[src/rtl/mips_fwd_pkg.sv]
// Shared types and select codes for the EX-stage forwarding and load-use hazard logic.
package mips_fwd_pkg;

  // Width of the register numbers held in the shadow pipeline
  localparam int STAGE_AW = 5;

  // ALU operand select codes; 2'b11 is never produced
  localparam logic [1:0] FWD_REG    = 2'b00;
  localparam logic [1:0] FWD_MEM_WB = 2'b01;
  localparam logic [1:0] FWD_EX_MEM = 2'b10;

  typedef enum logic {
    HZ_RUN,
    HZ_STALL
  } hz_state_t;

  // Destination info carried down the shadow pipeline, one copy per stage
  typedef struct packed {
    logic [STAGE_AW-1:0] rd;
    logic                reg_write;
    logic                mem_read;
  } stage_info_t;

  // True when a stage writes a real register (never $0) that matches src
  function automatic logic dest_match(input stage_info_t info,
                                      input logic [STAGE_AW-1:0] src);
    return info.reg_write && (info.rd != '0) && (info.rd == src);
  endfunction

endpackage

[src/rtl/forwarding_hazard_unit_fwd_select.sv]
// Forwarding select for one ALU operand: the MEM-stage producer beats the WB-stage one.
module fwd_select
  import mips_fwd_pkg::*;
(
  input  stage_info_t         mem_info,
  input  stage_info_t         wb_info,
  input  logic [STAGE_AW-1:0] src,
  output logic [1:0]          fwd
);

  // Newest producer wins; fall back to the register file value
  always_comb begin
    fwd = FWD_REG;
    if (dest_match(mem_info, src)) begin
      fwd = FWD_EX_MEM;
    end else if (dest_match(wb_info, src)) begin
      fwd = FWD_MEM_WB;
    end
  end

endmodule

[src/rtl/forwarding_hazard_unit.sv]
// Operand forwarding select and load-use stall control for a 5-stage MIPS pipeline.
// Tracks EX/MEM/WB destination info in its own shadow pipeline fed from ID fields.
// Optional: define HAZ_PERF_CNT_EN to add the saturating stall_cycles counter port.
// REG_AW must equal mips_fwd_pkg::STAGE_AW, since the shadow stages use the package struct.
module forwarding_hazard_unit
  import mips_fwd_pkg::*;
#(
  parameter int LOAD_USE_STALLS = 1,
  parameter int REG_AW          = STAGE_AW
) (
  input  logic              clk,
  input  logic              rst_n,
  input  logic [REG_AW-1:0] id_rs,
  input  logic [REG_AW-1:0] id_rt,
  input  logic              id_rt_used,
  input  logic [REG_AW-1:0] id_rd_dest,
  input  logic              id_reg_write,
  input  logic              id_mem_read,
  input  logic              flush,
  output logic [1:0]        ForwardA,
  output logic [1:0]        ForwardB,
  output logic              pc_write,
  output logic              ifid_write,
  output logic              idex_bubble
`ifdef HAZ_PERF_CNT_EN
  ,
  output logic [31:0]       stall_cycles
`endif
);

  // Remaining stall cycles loaded when a multi-cycle load-use stall begins
  localparam logic [1:0] STALL_RELOAD = 2'(LOAD_USE_STALLS - 1);

  stage_info_t       ex_q;
  stage_info_t       mem_q;
  stage_info_t       wb_q;
  logic [REG_AW-1:0] ex_rs_q;
  logic [REG_AW-1:0] ex_rt_q;
  hz_state_t         state_q;
  logic [1:0]        cnt_q;
  logic              hz;
  logic              stall;

  // Load in EX whose destination is read by the instruction in ID
  always_comb begin
    hz = ex_q.mem_read && (ex_q.rd != '0) &&
         ((ex_q.rd == id_rs) || (id_rt_used && (ex_q.rd == id_rt)));
  end

  // A flush squashes the consumer, so it always overrides a stall
  always_comb begin
    stall = !flush && (((state_q == HZ_RUN) && hz) || (state_q == HZ_STALL));
  end

  assign pc_write    = !stall;
  assign ifid_write  = !stall;
  assign idex_bubble = stall | flush;

  // Shadow pipeline advance; EX takes a bubble while stalling or flushing
  always_ff @(posedge clk) begin
    if (!rst_n) begin
      ex_q    <= '0;
      mem_q   <= '0;
      wb_q    <= '0;
      ex_rs_q <= '0;
      ex_rt_q <= '0;
    end else begin
      wb_q  <= mem_q;
      mem_q <= ex_q;
      if (stall || flush) begin
        ex_q    <= '0;
        ex_rs_q <= '0;
        ex_rt_q <= '0;
      end else begin
        ex_q    <= '{rd: id_rd_dest, reg_write: id_reg_write, mem_read: id_mem_read};
        ex_rs_q <= id_rs;
        ex_rt_q <= id_rt;
      end
    end
  end

  // RUN/STALL sequencer: the first stall cycle is issued from RUN, the rest from STALL
  always_ff @(posedge clk) begin
    if (!rst_n) begin
      state_q <= HZ_RUN;
      cnt_q   <= 2'd0;
    end else if (flush) begin
      state_q <= HZ_RUN;
      cnt_q   <= 2'd0;
    end else begin
      case (state_q)
        HZ_RUN: begin
          if (hz && (LOAD_USE_STALLS > 1)) begin
            state_q <= HZ_STALL;
            cnt_q   <= STALL_RELOAD;
          end
        end
        HZ_STALL: begin
          cnt_q <= cnt_q - 2'd1;
          if (cnt_q == 2'd1) begin
            state_q <= HZ_RUN;
          end
        end
        default: begin
          state_q <= HZ_RUN;
          cnt_q   <= 2'd0;
        end
      endcase
    end
  end

  fwd_select u_fwd_a (
    .mem_info (mem_q),
    .wb_info  (wb_q),
    .src      (ex_rs_q),
    .fwd      (ForwardA)
  );

  fwd_select u_fwd_b (
    .mem_info (mem_q),
    .wb_info  (wb_q),
    .src      (ex_rt_q),
    .fwd      (ForwardB)
  );

`ifdef HAZ_PERF_CNT_EN
  // Saturating count of cycles in which the pipeline front end was held
  always_ff @(posedge clk) begin
    if (!rst_n) begin
      stall_cycles <= '0;
    end else if (stall && (stall_cycles != 32'hFFFF_FFFF)) begin
      stall_cycles <= stall_cycles + 32'd1;
    end
  end
`endif

endmodule
[config.mk]
export PLATFORM = sky130hd
export DESIGN_NAME = forwarding_hazard_unit
export DESIGN_NICKNAME = d
export VERILOG_FILES = /design/src/rtl/mips_fwd_pkg.sv /design/src/rtl/forwarding_hazard_unit_fwd_select.sv /design/src/rtl/forwarding_hazard_unit.sv
export SDC_FILE = /design/constraint.sdc
export NUM_CORES = 1
export LEC_CHECK = 0
export BUFFER_PORTS_ARGS = -buffer_cell sky130_fd_sc_hd__buf_2
export CORE_MARGIN = 2
export CORE_UTILIZATION = 54
export DETAILED_ROUTE_END_ITERATION = 8
export GPL_TIMING_DRIVEN = 1
export HOLD_SLACK_MARGIN = 0.06
export PLACE_DENSITY = 0.78
export SLEW_MARGIN = 20
export SYNTH_ARGS = -nofsm -noshare
export SYNTH_HDL_FRONTEND = slang
export SYNTH_SLANG_ARGS = --single-unit
[constraint.sdc]
create_clock -name clk -period 2.1 [get_ports clk]
set_input_delay 0.21 -clock clk [delete_from_list [all_inputs] [get_ports clk]]
set_output_delay 0.21 -clock clk [all_outputs]
set_load 0.01 [all_outputs]
==> summary.md, run 1 <==
| Metric | Value |
|---|---|
| CTS tree | `done` |
| Die span in x | `56.4 µm` |
| Die area | `3180 µm²` |
| Hold/Removal Path Class | `in -> reg` |
| Sw Pwr | `281 µW` |
| Leading area contributor after synthesis | `dfxtp_1` |
| CP Cell Sequence | `or4_1 > o21a_1 > a31oi_1 > buf_2` |
| Mapped Nets | `171` |
| Mean Syn Cell Area | `between 9 and 10 µm²` |
| WL per Instance | `14.1 µm` |
| Synthesized-area fraction occupied by adder cells | `0.00843` |
| Hold buffers post-CTS | `0` |
| Starting Density | `0.552` |
| Slew Limit Fails | `0` |
| Top FF cell, synth | `dfxtp_1` |
| CP top delay family | `simple AND/OR/NAND/NOR gates` |
| Worst-path fanout max | `3` |
| GRT Util Overall | `0.211` |
| Worst vdd ir | `537 µV` |
| EDFF count, synth | `0` |
| Final setup viols | `0` |
| Minimum clock period | `2040 ps` |
| MaxCap Viol Count | `0` |
| Htree depth | `2` |
| Initial DRC Count | `22` |
| Crit path DAT | `approximately 1800 ps` |
| Actual slew at the worst max-slew pin | `~440 ps` |
| Mux contribution to synthesized area | `0.00675` |
| Worst-path clk slew | `approximately 100 ps` |
| Non-Filler Cell Area, Final | `~1800 µm²` |
| I/O Pins | `28` |
| Cells after synthesis | `between 100 and 150` |
| Clock power share | `0.402` |
| Area after DPL | `around 1600 µm²` |
| Sw Ratio | `0.219` |
| Area Overhead vs Synth | `20.2%` |
| Setup ws final | `approximately 61 ps` |
| Yosys reg bits | `32` |
| Largest family of logic cells by synthesized area | `XOR/XNOR gates` |
| CP max-delay cell | `or4_1` |
| CP Launch Type | `register` |
| Antenna violations before repair | `0` |
| Layout cells sized above 1 | `0.346` |
| Final GP Congestion | `between 0.9 and 1` |
| CTS root buffer | `clkbuf_4` |
| Vias in the first global route | `between 1,000 and 1,500` |
| Pre-antenna DRT Iters | `4` |
| Compound-Gate Fraction of Synth Area | `0.147` |
| Fin. Hold Viols | `0` |
| Worst path buffer plus inverter count | `1` |
| Post-Place Worst Slack | `approximately 350 ps` |
| Critical path class | `reg -> out` |
| Cell Rows | `19` |
| Largest cells by area after synthesis | `dfxtp_1 (43%), xnor2_1 (10%), xor2_1 (8.3%)` |
| Post-DP HPWL | `about 2300 µm` |
| DP Cell Count | `203` |
| Remaining DRCs | `0` |
| Synth Cell Area | `1480 µm²` |
| Post-synthesis simple-gate area fraction | `0.176` |
| ANT nets after route | `0` |
| Most instantiated library cell after synthesis | `dfxtp_1` |
| Synth Warn # | `0` |
| CTS Sinks | `32` |
| Internal power | `roughly 1 mW` |
| Final-stage net count | `just over 200` |
| Antenna diodes | `0` |
| Clk_lat worst skew | `between 300 and 400 ps` |
| Total grt overflow | `0` |
| Core area | `2690 µm²` |
| Worst setup EP type | `output pin` |
| Port Buffer Count | `27` |
| Post-synthesis async set-or-reset flop share | `0` |
| Post-synthesis sequential area ratio | `0.432` |
| First-pass GRT wire length | `between 5000 and 6000 µm` |
| Power Dens Cells | `about 720 nW/µm²` |
| Via/cell ratio | `5.51` |
| Num CTS Buffers | `5` |
| Post-Layout Cell Count | `about 210` |
| Leakage power | `around 0.76 nW` |
| Combinational Power Share | `0.099` |
| Die H | `56.4 µm` |
| Setup Skew | `9.54 ps` |
| Maximum clock insertion buffer count | `2` |
| Yosys top cell area share | `0.432` |
| Final core utilization | `0.664` |
| Period utilization | `0.971` |
| CP required | `1890 ps` |
| Largest net degree at the start of global routing | `18` |
| Max_slew headroom | `0.701` |
| Via count | `~1,200` |
| Post-synth cell types | `28` |
| Xor/xnor share of the synthesized area | `0.183` |
| Max Fclk | `just under 500 MHz` |
| CP max stage delay | `520 ps` |
| Status | `finished clean` |
| Drt total wl | `around 3000 µm` |
| Pwr Total | `approximately 1.3 mW` |
| Post-synth top cells | `dfxtp_1 (32), nand2_1 (20), xnor2_1 (17), xor2_1 (14), and2_1 (12)` |
| Share of power burned in registers | `0.499` |
-- per-stage QoR --
step | setup TNS (ps) | hold WS (ps)
after floorplan | 0 | 336
after global placement | 0 | 422
after detailed placement | 0 | 428
after CTS | 0 | 89.5
after global routing | -17.5 | 80.4
final | 0 | 97.9
-- layer usage --
metal,vias up,global-route usage,part of all wire
met2,39,0.344,0.49
met5,-,0,0
met3,15,0.0760,0.061
met4,0,0.119,0.040
met1,546,0.236,0.40
li1,574,-,-
-- final timing paths --
kind / from / to / slack, ps / cells after the start
worst max-delay path: ex_q[4]$_SDFF_PP0_ / ifid_write / 60 / 4
worst min-delay path: id_rd_dest[3] / ex_q[5]$_SDFF_PP0_ / 100 / 3
worst max register to register: ex_q[4]$_SDFF_PP0_ / ex_rt_q[1]$_SDFF_PP0_ / 380 / 4
worst min register to register: ex_q[1]$_SDFF_PP0_ / mem_q[1]$_SDFF_PN0_ / 450 / 1
-- cell usage in the layout, fill, tap and decap left out, types with 2 or more instances in the layout --
cell type / instances
nand3_1: 3
xor2_1: 14
dfxtp_4: 2
inv_1: 2
buf_4: 7
clkbuf_8: 2
and2_1: 12
nor4_1: 2
or4_1: 4
a211oi_1: 8
buf_2: 27
xnor2_1: 17
a211oi_2: 9
dfxtp_1: 25
nor2b_1: 2
dfxtp_2: 5
nor4_2: 2
nor2_1: 2
nand2_1: 20
clkbuf_4: 5
-- sequential cells by signal (all words and copies together), names as in the netlist --
register / flops
ex_q: 7
mem_q: 6
wb_q: 6
ex_rs_q: 5
ex_rt_q: 5
cnt_q: 2
state_q: 1
-- cell type report --
type / count / area (µm²)
fillers: 224 / 902
multi-input cells: 106 / 801
flip-flops and latches: 32 / 654
repair buffers: 34 / 188
clock buffers: 7 / 65.1
well taps: 31 / 38.8
clock inverters: 1 / 30.0
inverters: 2 / 7.51
-- worst reg2reg max path, cell delays in order (launching register included) --
cell	delay (ps)
dfxtp_4	360
or4_1	520
o21a_1	230
buf_4	220
a211oi_1	300
-- cells by family (layout without fill, tap and decap cells) --
kind of cell,count (synthesis),in the layout
AO/OA/AOI/OAI,23,23
AND/OR/NAND/NOR,50,50
XOR/XNOR,31,31
buffers and inverters,11,44
adder cells (fa/ha/maj),1,1
multiplexers,1,1
flip-flops,32,32
-- power groups by stage --
| stage | sequential [mW] | combinational, mW | clock [mW] |
|---|---|---|---|
| 3_3_place_gp | 0.656 | 0.116 | 0 |
| 6_report | 0.641 | 0.127 | 0.516 |
| 5_1_grt | 0.644 | 0.139 | 0.554 |
| 2_1_floorplan | 0.652 | 0.0810 | 0 |
| 4_1_cts | 0.644 | 0.119 | 0.526 |
| 3_5_place_dp | 0.658 | 0.118 | 0 |
-- repair_timing --
| item | CTS | global route |
|---|---|---|
| setup buffers | 0 | 2 |
| pin swaps | 0 | 7 |
| gates resized for setup | 1 | 14 |
| setup endpoints to repair | 2 | 5 |
Note: power is estimated with default switching activity, not from simulation.
==> inputs of run 2 (changes only) <==
--- a/config.mk
+++ b/config.mk
@@ -6,12 +6,15 @@
 export NUM_CORES = 1
 export LEC_CHECK = 0
 export BUFFER_PORTS_ARGS = -buffer_cell sky130_fd_sc_hd__buf_2
+export CELL_PAD_IN_SITES_DETAIL_PLACEMENT = 2
+export CELL_PAD_IN_SITES_GLOBAL_PLACEMENT = 2
 export CORE_MARGIN = 2
-export CORE_UTILIZATION = 54
+export CORE_UTILIZATION = 33
 export DETAILED_ROUTE_END_ITERATION = 8
 export GPL_TIMING_DRIVEN = 1
 export HOLD_SLACK_MARGIN = 0.06
-export PLACE_DENSITY = 0.78
+export PLACE_DENSITY_LB_ADDON = 0.1
+export REMOVE_ABC_BUFFERS = 1
 export SLEW_MARGIN = 20
 export SYNTH_ARGS = -nofsm -noshare
 export SYNTH_HDL_FRONTEND = slang
==> run 2 against run 1 <==
Net effect:
- first-iteration DRC count shrank 64%
- core utilization decreased by 26 points
- final cell count grew 8.5%
- hold slack better by 63 ps
- clock power fell by 1%
- count of clock-buffer cells in the layout stayed put
- critical path depth unchanged
- worst setup slack improved by 17 ps
- total power down 0.73%
- sequential share of layout area decreased by 0.16 points
- maximum frequency grew 0.86%
- critical path type unchanged
- largest cell class unchanged
- largest power group unchanged
- highest routed layer unchanged
==> summary.md, run 2 (synthesis gave the netlist of run 1 again) <==
| Metric | Value |
|---|---|
| Leakage power | `0.742 nW (-2.1%)` |
| Fill cell count | `499 (+120%)` |
| CP top delay family | `compound AO/OA/AOI/OAI gates` |
| GRT Util Overall | `0.164 (-0.0463)` |
| Final-stage net count | `201 (-0.99%)` |
| CP max-delay cell | `or4_1` |
| Cell Rows | `24 (+5)` |
| Worst-path clk slew | `70 ps (-30 ps)` |
| Maximum clock insertion buffer count | `2 (unchanged)` |
| Worst path buffer plus inverter count | `1 (unchanged)` |
| Die H | `71.1 µm (+26%)` |
| CTS tree | `done` |
| Slew Limit Fails | `0 (unchanged)` |
| Final GP Congestion | `0.805 (-15%)` |
| Period utilization | `0.963 (-0.00828)` |
| Via/cell ratio | `4.81 (-13%)` |
| Worst setup EP type | `output pin` |
| Starting Density | `0.341 (-0.212)` |
| Final TNS setup | `0 ps (unchanged)` |
| Die area | `5050 µm² (+59%)` |
| Hold/Removal Path Class | `in -> reg` |
| Antenna violations before repair | `0 (unchanged)` |
| RSZ-0062 raised after global routing | `false` |
| First-pass GRT wire length | `6380 µm (+24%)` |
| Max FFs per register | `7 (unchanged)` |
| Num CTS Buffers | `5 (unchanged)` |
| Layout cells sized above 1 | `0.313 (-0.0333)` |
| Die span in x | `71.1 µm (+26%)` |
| Crit. Startpoint | `ex_q[3]$_SDFF_PP0_` |
| Largest Register | `ex_q` |
| I/O Pins | `28 (unchanged)` |
| Actual slew at the worst max-slew pin | `515 ps (+70.8 ps)` |
| CP Cell Sequence | `or4_1 > o21a_1 > a211o_1 > buf_2` |
| Status | `finished clean` |
| Setup Skew | `5.58 ps (-3.96 ps)` |
| CP Launch Type | `register` |
| Largest net degree at the start of global routing | `17 (-1)` |
| Crit path DAT | `1810 ps (-20 ps)` |
| Total grt overflow | `0 (unchanged)` |
| Initial DRC Count | `8 (-64%)` |
| CP required | `1890 ps (about the same)` |
| Hold path start | `id_rd_dest[3]` |
| Area Overhead vs Synth | `19.4%` |
| Clk_lat worst skew | `280 ps (-50 ps)` |
| Max_slew headroom | `0.656 (-0.0450)` |
| Htree depth | `2 (unchanged)` |
| Pre-antenna DRT Iters | `3 (-1)` |
| Remaining DRCs | `0 (unchanged)` |
| Worst-path fanout max | `4 (+1)` |
| Power Dens Cells | `720 nW/µm² (about the same)` |
| Final setup viols | `0 (unchanged)` |
| Antenna diodes | `0 (unchanged)` |
| CTS Sinks | `32 (unchanged)` |
| Core area | `4350 µm² (+62%)` |
| Critical path class | `reg -> out` |
| Post-DP HPWL | `2980 µm (+30%)` |
| Worst vdd ir | `317 µV (-41%)` |
| Drt total wl | `3620 µm (+21%)` |
| CTS root buffer | `clkbuf_8` |
| Max Fclk | `495 MHz (+0.86%)` |
| Vias in the first global route | `1,291 (+9.6%)` |
| WL per Instance | `15.7 µm (+11%)` |
| Via count | `1,111 (-5.4%)` |
| ANT nets after route | `0 (unchanged)` |
| Port Buffer Count | `27 (unchanged)` |
| CP max stage delay | `520 ps (about the same)` |
| RR Startpoint | `ex_q[3]$_SDFF_PP0_` |
| Fin. Hold Viols | `0 (unchanged)` |
| Leading cell types in the layout, fill and taps excluded | `dfxtp_1 (27), buf_2 (27), nand2_1 (20)` |
| Worst hold margin | `161 ps (+62.7 ps)` |
| MaxCap Viol Count | `0 (unchanged)` |
| Biggest regs | `ex_q (7), mem_q (6), wb_q (6)` |
| Minimum clock period | `2020 ps (-17.4 ps)` |
-- run 2: cell count changes in the layout (fill, tap and decap cells not counted), sizes merged --
| cell | delta |
|---|---|
| buf | -2 |
| bufinv | -1 |
-- run 2: power by group --
group,internal [mW],switching [mW],total [mW]
registers,0.626,0.0184,0.644
logic,0.0612,0.0603,0.121
clock network,0.292,0.218,0.509
total,0.979,0.296,1.27
-- run 2: path summary, 6_finish.rpt --
check                          endpoint  slack [ps]  cells after the start
setup reg to reg  ex_rs_q[0]$_SDFF_PP0_         430                      4
hold reg to reg     mem_q[1]$_SDFF_PN0_         450                      1
setup / recovery            idex_bubble          80                      4
hold / removal       ex_q[5]$_SDFF_PP0_         160                      3
-- run 2: timing repair --
| action | 4_1_cts | 5_1_grt |
|---|---|---|
| pin swaps | 1 | 3 |
| buffers inserted | 0 | 0 |
| endpoints found under the setup margin | 2 | 2 |
| hold buffers | 0 | 0 |
| resized for setup | 5 | 2 |
-- run 2: tightest hold or removal path, stage by stage --
cell	delay, ps
buf_2	100
nand2_1	50
a211oi_1	40
-- run 2: cell type report --
type / instances / area [µm²] / area share
Tap cell: 52 / 65.1 / 0.0367
Clock buffer: 7 / 96.3 / 0.0544
Sequential cell: 32 / 647 / 0.365
Timing Repair Buffer: 32 / 173 / 0.0975
Inverter: 2 / 7.51 / 0.00424
Multi-Input combinational cell: 106 / 783 / 0.442
-- run 2: layer usage --
layer  vias up  global-route usage  part of all wire
met3         5              0.0356             0.034
met2        24               0.310              0.55
met1       519               0.177              0.40
met5         -                   0                 0
met4         0              0.0629             0.016
li1        563                   -                 -
-- run 2: through the flow --
step	worst slack [ps]	instance area (µm²)	power (mW)	util	cells
2_1_floorplan	176	1420	0.726	-	140
4_1_cts	13.6	1760	1.30	0.405	231
3_3_place_gp	347	1660	0.777	0.381	224
3_5_place_dp	278	1660	0.782	0.381	224
5_1_grt	8.63	1770	1.34	0.407	231
6_report	78.4	1770	1.27	0.407	231
==> inputs of run 3 (changes only) <==
--- a/config.mk
+++ b/config.mk
@@ -5,12 +5,12 @@
 export SDC_FILE = /design/constraint.sdc
 export NUM_CORES = 1
 export LEC_CHECK = 0
-export BUFFER_PORTS_ARGS = -buffer_cell sky130_fd_sc_hd__buf_2
 export CELL_PAD_IN_SITES_DETAIL_PLACEMENT = 2
 export CELL_PAD_IN_SITES_GLOBAL_PLACEMENT = 2
 export CORE_MARGIN = 2
-export CORE_UTILIZATION = 33
+export CORE_UTILIZATION = 34
 export DETAILED_ROUTE_END_ITERATION = 8
+export DONT_BUFFER_PORTS = 1
 export GPL_TIMING_DRIVEN = 1
 export HOLD_SLACK_MARGIN = 0.06
 export PLACE_DENSITY_LB_ADDON = 0.1
==> constraint.sdc (replaced) <==
create_clock -name clk -period 1.81 [get_ports clk]
set_input_delay 0.181 -clock clk [delete_from_list [all_inputs] [get_ports clk]]
set_output_delay 0.181 -clock clk [all_outputs]
set_load 0.01 [all_outputs]
==> run 3 against run 2 <==
Net effect:
- critical path depth grew 2
- combinational power is 58% higher
- total power up 27%
- the flow now finishes with violations (setup timing)
- via count increased by 7.9%
- critical endpoint is now ForwardB[0]
- register-to-register slack got worse by 380 ps
- die area shrank 2.8%
- flip-flop and latch count did not move
- first-iteration DRC count increased by 140%
- clock skew decreased by 1.9 ps
==> summary.md, run 3 (synthesis gave the netlist of run 1 again) <==
| Metric | Value |
|---|---|
| Status | `complete, but fails checks` |
| Failing checks | `setup timing` |
| Critical path class | `reg -> out` |
| MaxCap Viol Count | `0 (unchanged)` |
| Max Fclk | `513 MHz` |
| Die H | `70.1 µm (-1.4%)` |
| Final-stage net count | `208 (+3.5%)` |
| Max_slew headroom | `0.669 (+0.0127)` |
| Pwr Total | `1.62 mW (+27%)` |
| Worst setup EP type | `output pin` |
| Fin. Hold Viols | `0 (unchanged)` |
| Num CTS Buffers | `5 (unchanged)` |
| Starting Density | `0.348 (+0.00720)` |
| Via count | `1,199 (+7.9%)` |
| Leakage power | `0.826 nW (+11%)` |
| Setup Skew | `3.71 ps (-1.87 ps)` |
| Antenna diodes | `0 (unchanged)` |
| Antenna violations before repair | `0 (unchanged)` |
| Maximum clock insertion buffer count | `2 (unchanged)` |
| Final GP Congestion | `0.755 (-6.1%)` |
| Largest Register | `ex_q` |
| Minimum clock period | `1950 ps` |
| Via/cell ratio | `5.02 (+4.3%)` |
| CP required | `1630 ps (-260 ps)` |
| Actual slew at the worst max-slew pin | `496 ps (-19.0 ps)` |
| Final core utilization | `0.490 (+0.0828)` |
| Die area | `4910 µm² (-2.8%)` |
| Initial DRC Count | `19 (+11)` |
| Crit path DAT | `1770 ps (-40 ps)` |
| Total grt overflow | `0 (unchanged)` |
| RSZ-0062 raised after global routing | `true` |
| Largest net degree at the start of global routing | `15 (-2)` |
| I/O Pins | `28 (unchanged)` |
| Area occupied by multi-input gates | `892 µm² (+14%)` |
| Pre-antenna DRT Iters | `2 (-1)` |
| Clk_lat worst skew | `290 ps (about the same)` |
| Worst hold margin | `73.0 ps (-87.5 ps)` |
| Drt total wl | `4630 µm (+28%)` |
| Hold/Removal Path Class | `in -> reg` |
| Area Overhead vs Synth | `40.7%` |
| Cell Rows | `24 (unchanged)` |
| Leading cell types in the layout, fill and taps excluded | `dfxtp_1 (23), nand2_1 (20), dlygate4sd3_1 (18)` |
| ANT nets after route | `0 (unchanged)` |
| Power Dens Cells | `775 nW/µm² (+7.7%)` |
| Worst-path clk slew | `70 ps (about the same)` |
| Vias in the first global route | `1,392 (+7.8%)` |
| Final setup viols | `5 (+5)` |
| CTS root buffer | `clkbuf_8` |
| Register area | `654 µm² (+1.2%)` |
| First-pass GRT wire length | `7250 µm (+14%)` |
| Worst vdd ir | `321 µV (+1.5%)` |
| Most common cell after layout, fill and taps aside | `dfxtp_1` |
| Die span in x | `70.1 µm (-1.4%)` |
| Port Buffer Count | `0 (-100%)` |
| GRT Util Overall | `0.197 (+0.0321)` |
| Worst-path fanout max | `2 (-2)` |
| Layout cells sized above 1 | `0.337 (+0.0240)` |
| Biggest regs | `ex_q (7), mem_q (6), wb_q (6)` |
| Slew Limit Fails | `0 (unchanged)` |
| Remaining DRCs | `0 (unchanged)` |
| Post-Place Worst Slack | `14.6 ps (-263 ps)` |
| CTS tree | `done` |
| CTS Sinks | `32 (unchanged)` |
| WL per Instance | `19.4 µm (+24%)` |
| Period utilization | `1.08` |
| CP Launch Type | `register` |
| Core area | `4260 µm² (-2.1%)` |
| Setup ws final | `-139 ps (-217 ps)` |
| Fill cell count | `445 (-11%)` |
| Max FFs per register | `7 (unchanged)` |
| Final TNS setup | `-344 ps (-344 ps)` |
| Htree depth | `2 (unchanged)` |
| Post-DP HPWL | `2890 µm (-3.0%)` |
[run 3: changes by cell type in the layout (fill, tap and decap cells not counted), sizes merged]
cell         change
dlygate4sd3     +18
bufinv           +1
clkbuf           -1
buf             -11
clkinv           +1
[run 3: report_power, final]
group | total [mW] | internal, mW | switching (mW)
Combinational | 0.191 | 0.101 | 0.0895
Sequential | 0.746 | 0.725 | 0.0208
Clock | 0.681 | 0.408 | 0.273
[run 3: what timing repair did]
action | in CTS | in global routing
endpoints found under the setup margin | 7 | 11
gates resized for setup | 15 | 19
cloned | 0 | 0
pin swaps | 7 | 6
buffers inserted | 7 | 2
endpoints found under the hold margin | 29 | 0
hold buffers | 18 | 0
[run 3: path summary, 6_finish.rpt]
check,startpoint,end,slack [ps],depth (start not counted)
worst min register to register,ex_q[1]$_SDFF_PP0_,mem_q[1]$_SDFF_PN0_,470,1
worst max register to register,ex_q[4]$_SDFF_PP0_,ex_rt_q[1]$_SDFF_PP0_,50,5
worst min-delay path,rst_n,cnt_q[0]$_SDFFE_PP0P_,70,2
worst max-delay path,mem_q[6]$_SDFF_PN0_,ForwardB[0],-140,6
[run 3: layer usage]
metal	global-route usage	share of wire
met5	0	0
met4	0.0641	0.014
met3	0.0491	0.031
met2	0.371	0.56
met1	0.212	0.39
[run 3: area by class of cell]
cell class / instances / area share
Clock buffer: 6 / 0.0348
Clock inverter: 2 / 0.0168
Inverter: 2 / 0.00359
Multi-Input combinational cell: 106 / 0.427
Sequential cell: 32 / 0.313
Tap cell: 52 / 0.0312
Timing Repair Buffer: 39 / 0.173
[run 3: stage by stage]
| stage | cell area (µm²) | std cells |
|---|---|---|
| floorplan | 1420 | 140 |
| global placement | 1590 | 204 |
| detailed placement | 1590 | 204 |
| CTS | 1970 | 237 |
| global route | 2090 | 239 |
| finish | 2090 | 239 |
[run 3: worst max-delay path: stages (launching register included)]
cell and delay, ps:
dfxtp_2 320, or4_4 540, o21ai_4 160, buf_6 120, nor4_4 40, nor4_2 140, buf_4 160
